### src/rtl/regfile_dump_if.sv
// Register-file read port plus the valid/ready dump stream shared by regfile_dump and its host.
interface regfile_dump_if #(
  parameter int unsigned XLEN = 32,
  parameter int unsigned AW   = 5
);
  logic            rd_req;
  logic [AW-1:0]   dump_addr;
  logic [XLEN-1:0] rs_data;
  logic            out_valid;
  logic            out_ready;
  logic [XLEN-1:0] out_data;
  logic [AW:0]     out_index;

  modport master (
    output rd_req, dump_addr, out_valid, out_data, out_index,
    input  rs_data, out_ready
  );

  modport slave (
    input  rd_req, dump_addr, out_valid, out_data, out_index,
    output rs_data, out_ready
  );
endinterface

### src/rtl/regfile_dump.sv
// Debug reader that walks the integer register file and streams each register out.
// Define REGFILE_DUMP_CHECKSUM_EN to append an XOR checksum word (index NUM_REGS).
module regfile_dump #(
  parameter int unsigned XLEN     = 32,
  parameter int unsigned NUM_REGS = 32,
  parameter int unsigned AW       = 5
) (
  input  logic           clock,
  input  logic           reset,
  input  logic           start,
  input  logic           abort,
  regfile_dump_if.master bus,
  output logic           busy,
  output logic           done
);
  localparam int unsigned IW = AW + 1;
  localparam logic [IW-1:0] LAST_IDX = IW'(NUM_REGS - 1);
`ifdef REGFILE_DUMP_CHECKSUM_EN
  localparam logic [IW-1:0] CSUM_IDX = IW'(NUM_REGS);
`endif

`ifdef REGFILE_DUMP_CHECKSUM_EN
  typedef enum logic [2:0] {IDLE, READ, SEND, CSUM, FINISH} state_t;
`else
  typedef enum logic [2:0] {IDLE, READ, SEND, FINISH} state_t;
`endif

  state_t          state_q, state_d;
  logic [IW-1:0]   idx_q, idx_d;
  logic            out_valid_q, out_valid_d;
  logic [XLEN-1:0] out_data_q, out_data_d;
  logic [IW-1:0]   out_index_q, out_index_d;
  logic            busy_q, busy_d;
  logic            done_q, done_d;
  logic            accept;
`ifdef REGFILE_DUMP_CHECKSUM_EN
  logic [XLEN-1:0] acc_q, acc_d;
`endif

  assign accept        = out_valid_q && bus.out_ready;
  assign bus.rd_req    = busy_q;
  assign bus.dump_addr = idx_q[AW-1:0];
  assign bus.out_valid = out_valid_q;
  assign bus.out_data  = out_data_q;
  assign bus.out_index = out_index_q;
  assign busy          = busy_q;
  assign done          = done_q;

  // State and registered outputs
  always_ff @(posedge clock or posedge reset) begin
    if (reset) begin
      state_q     <= IDLE;
      idx_q       <= '0;
      out_valid_q <= 1'b0;
      out_data_q  <= '0;
      out_index_q <= '0;
      busy_q      <= 1'b0;
      done_q      <= 1'b0;
`ifdef REGFILE_DUMP_CHECKSUM_EN
      acc_q       <= '0;
`endif
    end else begin
      state_q     <= state_d;
      idx_q       <= idx_d;
      out_valid_q <= out_valid_d;
      out_data_q  <= out_data_d;
      out_index_q <= out_index_d;
      busy_q      <= busy_d;
      done_q      <= done_d;
`ifdef REGFILE_DUMP_CHECKSUM_EN
      acc_q       <= acc_d;
`endif
    end
  end

  // Next state and next output values
  always_comb begin
    state_d     = state_q;
    idx_d       = idx_q;
    out_valid_d = 1'b0;
    out_data_d  = out_data_q;
    out_index_d = out_index_q;
    busy_d      = 1'b1;
    done_d      = 1'b0;
`ifdef REGFILE_DUMP_CHECKSUM_EN
    acc_d       = acc_q;
`endif

    case (state_q)
      IDLE: begin
        busy_d = 1'b0;
        idx_d  = '0;
        if (start && !abort) begin
          state_d = READ;
          busy_d  = 1'b1;
`ifdef REGFILE_DUMP_CHECKSUM_EN
          acc_d   = '0;
`endif
        end
      end

      // Read data is combinational, so capture it on the single READ edge
      READ: begin
        out_data_d  = bus.rs_data;
        out_index_d = idx_q;
        out_valid_d = 1'b1;
        state_d     = SEND;
      end

      SEND: begin
        out_valid_d = 1'b1;
        if (accept) begin
          out_valid_d = 1'b0;
`ifdef REGFILE_DUMP_CHECKSUM_EN
          acc_d = acc_q ^ out_data_q;
`endif
          if (idx_q == LAST_IDX) begin
`ifdef REGFILE_DUMP_CHECKSUM_EN
            state_d     = CSUM;
            out_valid_d = 1'b1;
            out_data_d  = acc_d;
            out_index_d = CSUM_IDX;
`else
            state_d = FINISH;
            done_d  = 1'b1;
`endif
          end else begin
            idx_d   = idx_q + IW'(1);
            state_d = READ;
          end
        end
      end

`ifdef REGFILE_DUMP_CHECKSUM_EN
      CSUM: begin
        out_valid_d = 1'b1;
        if (accept) begin
          out_valid_d = 1'b0;
          state_d     = FINISH;
          done_d      = 1'b1;
        end
      end
`endif

      FINISH: begin
        state_d = IDLE;
        idx_d   = '0;
        busy_d  = 1'b0;
      end

      default: begin
        state_d = IDLE;
        idx_d   = '0;
        busy_d  = 1'b0;
      end
    endcase

    // Abort overrides any acceptance in the same cycle
    if (abort && (state_q != IDLE)) begin
      state_d     = IDLE;
      idx_d       = '0;
      out_valid_d = 1'b0;
      busy_d      = 1'b0;
      done_d      = 1'b0;
    end
  end
endmodule
### src/flat_wrapper.sv
// flat-port wrapper written by rule: the top's interface ports become plain ports
module regfile_dump_flat 
#(
  parameter int unsigned XLEN     = 32,
  parameter int unsigned NUM_REGS = 32,
  parameter int unsigned AW       = 5
)
  (clock, reset, start, abort, busy, done, bus_rd_req, bus_dump_addr, bus_out_valid, bus_out_data, bus_out_index, bus_rs_data, bus_out_ready);
  regfile_dump_if #(.XLEN(XLEN), .AW(AW)) bus_i ();
  input  logic clock;
  input  logic reset;
  input  logic start;
  input  logic abort;
  output logic busy;
  output logic done;
  output wire logic [$bits(bus_i.rd_req)-1:0] bus_rd_req;
  output wire logic [$bits(bus_i.dump_addr)-1:0] bus_dump_addr;
  output wire logic [$bits(bus_i.out_valid)-1:0] bus_out_valid;
  output wire logic [$bits(bus_i.out_data)-1:0] bus_out_data;
  output wire logic [$bits(bus_i.out_index)-1:0] bus_out_index;
  input wire logic [$bits(bus_i.rs_data)-1:0] bus_rs_data;
  input wire logic [$bits(bus_i.out_ready)-1:0] bus_out_ready;
  assign bus_rd_req = bus_i.rd_req;
  assign bus_dump_addr = bus_i.dump_addr;
  assign bus_out_valid = bus_i.out_valid;
  assign bus_out_data = bus_i.out_data;
  assign bus_out_index = bus_i.out_index;
  assign bus_i.rs_data = bus_rs_data;
  assign bus_i.out_ready = bus_out_ready;
  regfile_dump #(.XLEN(XLEN), .NUM_REGS(NUM_REGS), .AW(AW)) u_core (.clock(clock), .reset(reset), .start(start), .abort(abort), .bus(bus_i), .busy(busy), .done(done));
endmodule
### config.mk
export PLATFORM = sky130hd
export DESIGN_NAME = regfile_dump_flat
export DESIGN_NICKNAME = d
export VERILOG_FILES = /design/src/rtl/regfile_dump_if.sv /design/src/rtl/regfile_dump.sv /design/src/flat_wrapper.sv
export SDC_FILE = /design/constraint.sdc
export NUM_CORES = 1
export LEC_CHECK = 0
export BUFFER_PORTS_ARGS = -buffer_cell sky130_fd_sc_hd__buf_4
export CORE_MARGIN = 2
export CORE_UTILIZATION = 45
export CTS_CLUSTER_DIAMETER = 60
export DETAILED_ROUTE_END_ITERATION = 10
export PLACE_DENSITY = 0.74
export SKIP_CTS_REPAIR_TIMING = 1
export SLEW_MARGIN = 20
export SYNTH_ARGS = -nofsm -noshare
export SYNTH_HDL_FRONTEND = slang
export SYNTH_SLANG_ARGS = --single-unit
### constraint.sdc
create_clock -name clock -period 3.18 [get_ports clock]
set_input_delay 0.477 -clock clock [delete_from_list [all_inputs] [get_ports clock]]
set_output_delay 0.477 -clock clock [all_outputs]
set_load 0.01 [all_outputs]
After elaboration in Yosys (flattened, before gate mapping)
Index checks and enable logic that the tools add are counted.
{ "totals": {"reg_bits": 50, "inputBits": 37, "out_inout_bits": 47, "wordCells": 43} }
{ "op_classes": {"n_mux": 19, "eq_ne": 7, "n_addsub": 1, "n_reduce_logical": 9} }
{ "op_table": {"columns": ["operator", "n"], "rows": [
  ["two-way mux 6 bit", 3],
  ["one-hot mux 6 bit (2 select lines)", 1],
  ["two-way mux 3 bit", 3],
  ["one-hot mux 3 bit (3 select lines)", 1],
  ["two-way mux 1 bit", 8],
  ["adder 6 x 1 -> 6 bit (second input constant)", 1],
  ["equality test 6 x 5 -> 1 bit (second input constant)", 1],
  ["inequality test 3 x 1 -> 1 bit (second input constant)", 2],
  ["one-hot mux 1 bit (2 select lines)", 2],
  ["equality test 3 x 1 -> 1 bit (second input constant)", 1],
  ["equality test 3 x 2 -> 1 bit (second input constant)", 1],
  ["logical AND 1 bit", 3],
  ["zero test 3 bit", 1],
  ["inequality test 3 bit (second input constant)", 1],
  ["AND reduction 3 bit", 1],
  ["nonzero test 3 bit", 1],
  ["two-way mux 2 bit", 1],
  ["inequality test 2 x 1 -> 1 bit (second input constant)", 1],
  ["AND reduction 2 bit", 1],
  ["OR reduction 2 bit", 1],
  ["zero test 1 bit", 1]
]} }

Longest topological paths before layout
{ "logic_depth": {"word_depth": 5, "depth_mapped": 7, "ltp_nobuf": 6} }

Worst setup path after synthesis
OpenSTA, ideal clock, no wires.
{ "synth_timing": {"path_type": "register to register", "from": "reg u_core.state_q[0]", "to": "reg u_core.state_q[1]", "path_stages_with_launch": 7, "arrival_ns": 1.577, "required_ns": 3.112, "synth_period_minus_slack_ns": 1.645, "setup_time_ns": 0.068, "path_slack_ns": 1.535, "n_path_buf": 0, "path_cell_list": "dfrtp_1 inv_1 ha_1 a21boi_4 a21o_1 or4_1 nand3_1"} }
{ "synth_between": {"elab_chain_len": 4, "word_cells_on_any_way": 10, "cone_classes": "eq/ne: 4; mux: 2; reduce/logical: 4"} }
{ "synth_rtl": {"columns": ["element", "line_no", "rtl"], "rows": [
  ["start: declaration", "regfile_dump.sv:28", "state_t state_q, state_d;"],
  ["start signal: assignment", "regfile_dump.sv:63", "state_q <= state_d;"],
  ["nonzero test 3 bit", "regfile_dump.sv:159", "if (abort && (state_q != IDLE)) begin"],
  ["logical AND 1 bit", "regfile_dump.sv:159", null],
  ["inequality test 3 x 1 -> 1 bit (no line)", null, null],
  ["AND reduction 2 bit (no line)", null, null]
]} }
Parallel ways exist; a longest one is shown, timed or not.
A chain may end at the register's enable or synchronous reset.

Final worst setup path
{ "layout_timing": {"from": "reg u_core.state_q[1]", "to": "reg u_core.idx_q[5]"} }
{ "layout_between": {"elab_chain_len": 4, "word_cells_on_any_way": 10, "cone_classes": "eq/ne: 5; mux: 2; reduce/logical: 3"} }
{ "layout_rtl": {"columns": ["element", "line_no", "rtl"], "rows": [
  ["nonzero test 3 bit", "regfile_dump.sv:159", null],
  ["logical AND 1 bit", "regfile_dump.sv:159", null],
  ["inequality test 3 bit (no line) (tied with other cells)", null, null],
  ["AND reduction 3 bit (no line)", null, null],
  ["end signal: assignment", "regfile_dump.sv:64", "idx_q <= idx_d;"],
  ["end: declaration", "regfile_dump.sv:29", "logic [IW-1:0] idx_q, idx_d;"]
]} }
Parallel ways exist; a longest one is shown, timed or not.

==> flow_summary.ini <==
[outcome]
status = completed

[synthesis]
synth_flop_cell = dfrtp_1
synth_edf_count = 0
syn_avg_cell_area_sq_um = 13.2
yosys_register_bits = 49
yosys.area.top_type = dfrtp_1
netlist.area_leader.share = 0.562
synth_area_leaders = dfrtp_1 (56%), mux2_2 (20%), ha_1 (4.0%), nand3_1 (2.1%), buf_4 (2.1%)
synth-seq-area-share = 0.562
ys_types = 33
netlist_instances = 165
yosysWarnings = 0
synth_nets = 209
syn_area_sq_um = 2180
synth-async-reset-ratio = 1.00

[critical_path]
crit_type = reg2reg
end_kind = flop
cp_max_fo = 43
slowest_delay_ns = 0.86
cp.required_ns = 3.41
crit_path_start_kind = flop
path_cells = inv_1 -> ha_2 -> a311o_2 -> o221ai_2 -> nor3b_2
worstPathArrival_ns = 2.33
critPathTopFamily = adder cells
path_buf_inv = 1
critical_path.slowest_cell = ha_2

[power]
power_density_nw_per_um2 = 906
leakage_nw = 1.40
vdd_drop_max_mv = 0.582

[route]
drt_iter0_drc = 27
vias_per_cell = 5.12
finalWirelength_um = 4130
drc = 0
ant_nets = 0
vias = 1525
dr.pass1.iters = 4
routedWlPerCell_um = 13.9

[grt]
grt_pass1_vias = 1441
track_usage = 0.155
grt_max_degree = 50
antenna_found_initial = 0
grt_pass1_wl_um = 6500
grt_overflow = 0

[placed_design]
place_inst = 290
gp_congestion = 0.693
dp_worst_setup_slack_ns = 1.05
dp_hpwl_um = 2980
io_buffers = 83
dpl-instance-area_sq_um = 2800

[die]
boundaryPins = 84
die-area_sq_um = 5420
initial_utilization = 0.465
die_w_um = 73.6
fp.dieH_um = 73.6
row_count = 25
coreArea_sq_um = 4690

[sta]
fin_crit_sh = 0.660
setup_ws_ns = 1.08
rsz0062_at_grt = no
fmax_mhz = 476
hold_violations = 0
worst_pin_slew_ns = 0.996
max_slew_margin = 0.336
fin_setup_tns_ns = 0
setup_viol = 0
clock_skew_ns = 0.00941
slew_violations = 0
min_period_ns = 2.10

[final_layout]
final_cell_mix = buf_4 (83), dfrtp_1 (49), mux2_2 (38), nand3_1 (9)
diodes = 0
multi_input_area_sq_um = 867
syn_to_final_growth_pct = 32.9
fin_util = 0.618
fillers = 382
final_common_cell = buf_4
final_area_sq_um = 2900
layout-drive-gt1-share = 0.574
stdcell_count = 298
seq_area_sq_um = 1230
fin_nets = 287

[clock_tree]
root_buffer = clkbuf_8
clk_path_buf_depth = 2
numCtsBuffers = 5
htreeDepth = 2
cts_sinks = 49
clkTransAtPathRegs_ns = 0.09
cts_tree = built
insertion_delay_ns = 0.30

[worst_hold_path]
holdCritPathClass = in2async

[flow_run]
cap_violations = 0
==> through the flow <==
stage	total power [mW]	hold slack, ns
2_1_floorplan	1.77	0.545
3_3_place_gp	2.26	0.490
3_5_place_dp	2.28	0.496
4_1_cts	2.66	0.400
5_1_grt	2.80	0.382
6_report	2.63	0.308
==> metal layers <==
metal	vias up	part of all wire	GRT usage
met1	720	0.43	0.204
met3	6	0.099	0.0562
met5	-	0	0
met2	66	0.46	0.244
li1	733	-	-
met4	0	0.010	0.0424
==> worst paths after layout <==
path / end / startpoint / cells after the start / slack (ns)
setup / recovery: u_core.idx_q[5]$_DFFE_PP0P_ / u_core.state_q[1]$_DFFE_PP0P_ / 5 / 1.08
hold / removal: u_core.idx_q[4]$_DFFE_PP0P_ / reset / 2 / 0.31
setup reg to reg: u_core.idx_q[5]$_DFFE_PP0P_ / u_core.state_q[1]$_DFFE_PP0P_ / 5 / 1.08
hold reg to reg: u_core.bus.out_data[2]$_DFFE_PP0N_ / u_core.bus.out_data[2]$_DFFE_PP0N_ / 1 / 0.51
max in group asynchronous: u_core.bus.out_data[4]$_DFFE_PP0N_ / reset / 2 / 2.39
min in group clock: u_core.bus.out_data[10]$_DFFE_PP0N_ / bus_rs_data[10] / 2 / 0.40
==> state kept, by name, summed over array words and instances (netlist names) <==
register	flops
u_core.bus.out_data	32
u_core.bus.out_index	6
u_core.bus.out_valid	1
u_core.bus.rd_req	1
u_core.done	1
u_core.idx_q	6
u_core.state_q	2
==> final cells by class <==
class                   count  share of cell area
repair buffers             83               0.215
well taps                  54              0.0233
clock buffers               6              0.0285
clock inverters             2             0.00475
flip-flops and latches     49               0.423
inverters                   5             0.00690
multi-input cells          99               0.299
==> synth_stat cells (2+ instances only) <==
| master | instances |
|---|---|
| dfrtp_1 | 49 |
| a21oi_1 | 7 |
| mux2_2 | 38 |
| clkbuf_1 | 2 |
| nand2_1 | 7 |
| nor2_1 | 6 |
| buf_4 | 6 |
| buf_2 | 4 |
| o21ai_1 | 3 |
| inv_1 | 5 |
| ha_1 | 7 |
| nand3_1 | 9 |
| nor3_1 | 2 |
==> power breakdown <==
part	internal, mW	switching (mW)
Sequential	0.868	0.138
Combinational	0.688	0.553
Clock	0.176	0.203
Total	1.73	0.894
==> logic make-up (layout without fill, tap and decap cells) <==
logic type,after synthesis,count (layout),share of synthesized area
adders and majority gates,7,7,0.0401
muxes,39,39,0.201
and+or+nand+nor,35,35,0.0906
DFF,49,49,0.562
buffers and inverters,17,96,0.0419
AOI/OAI and AO/OA,18,18,0.0648
Note: power is estimated with default switching activity, not from simulation.
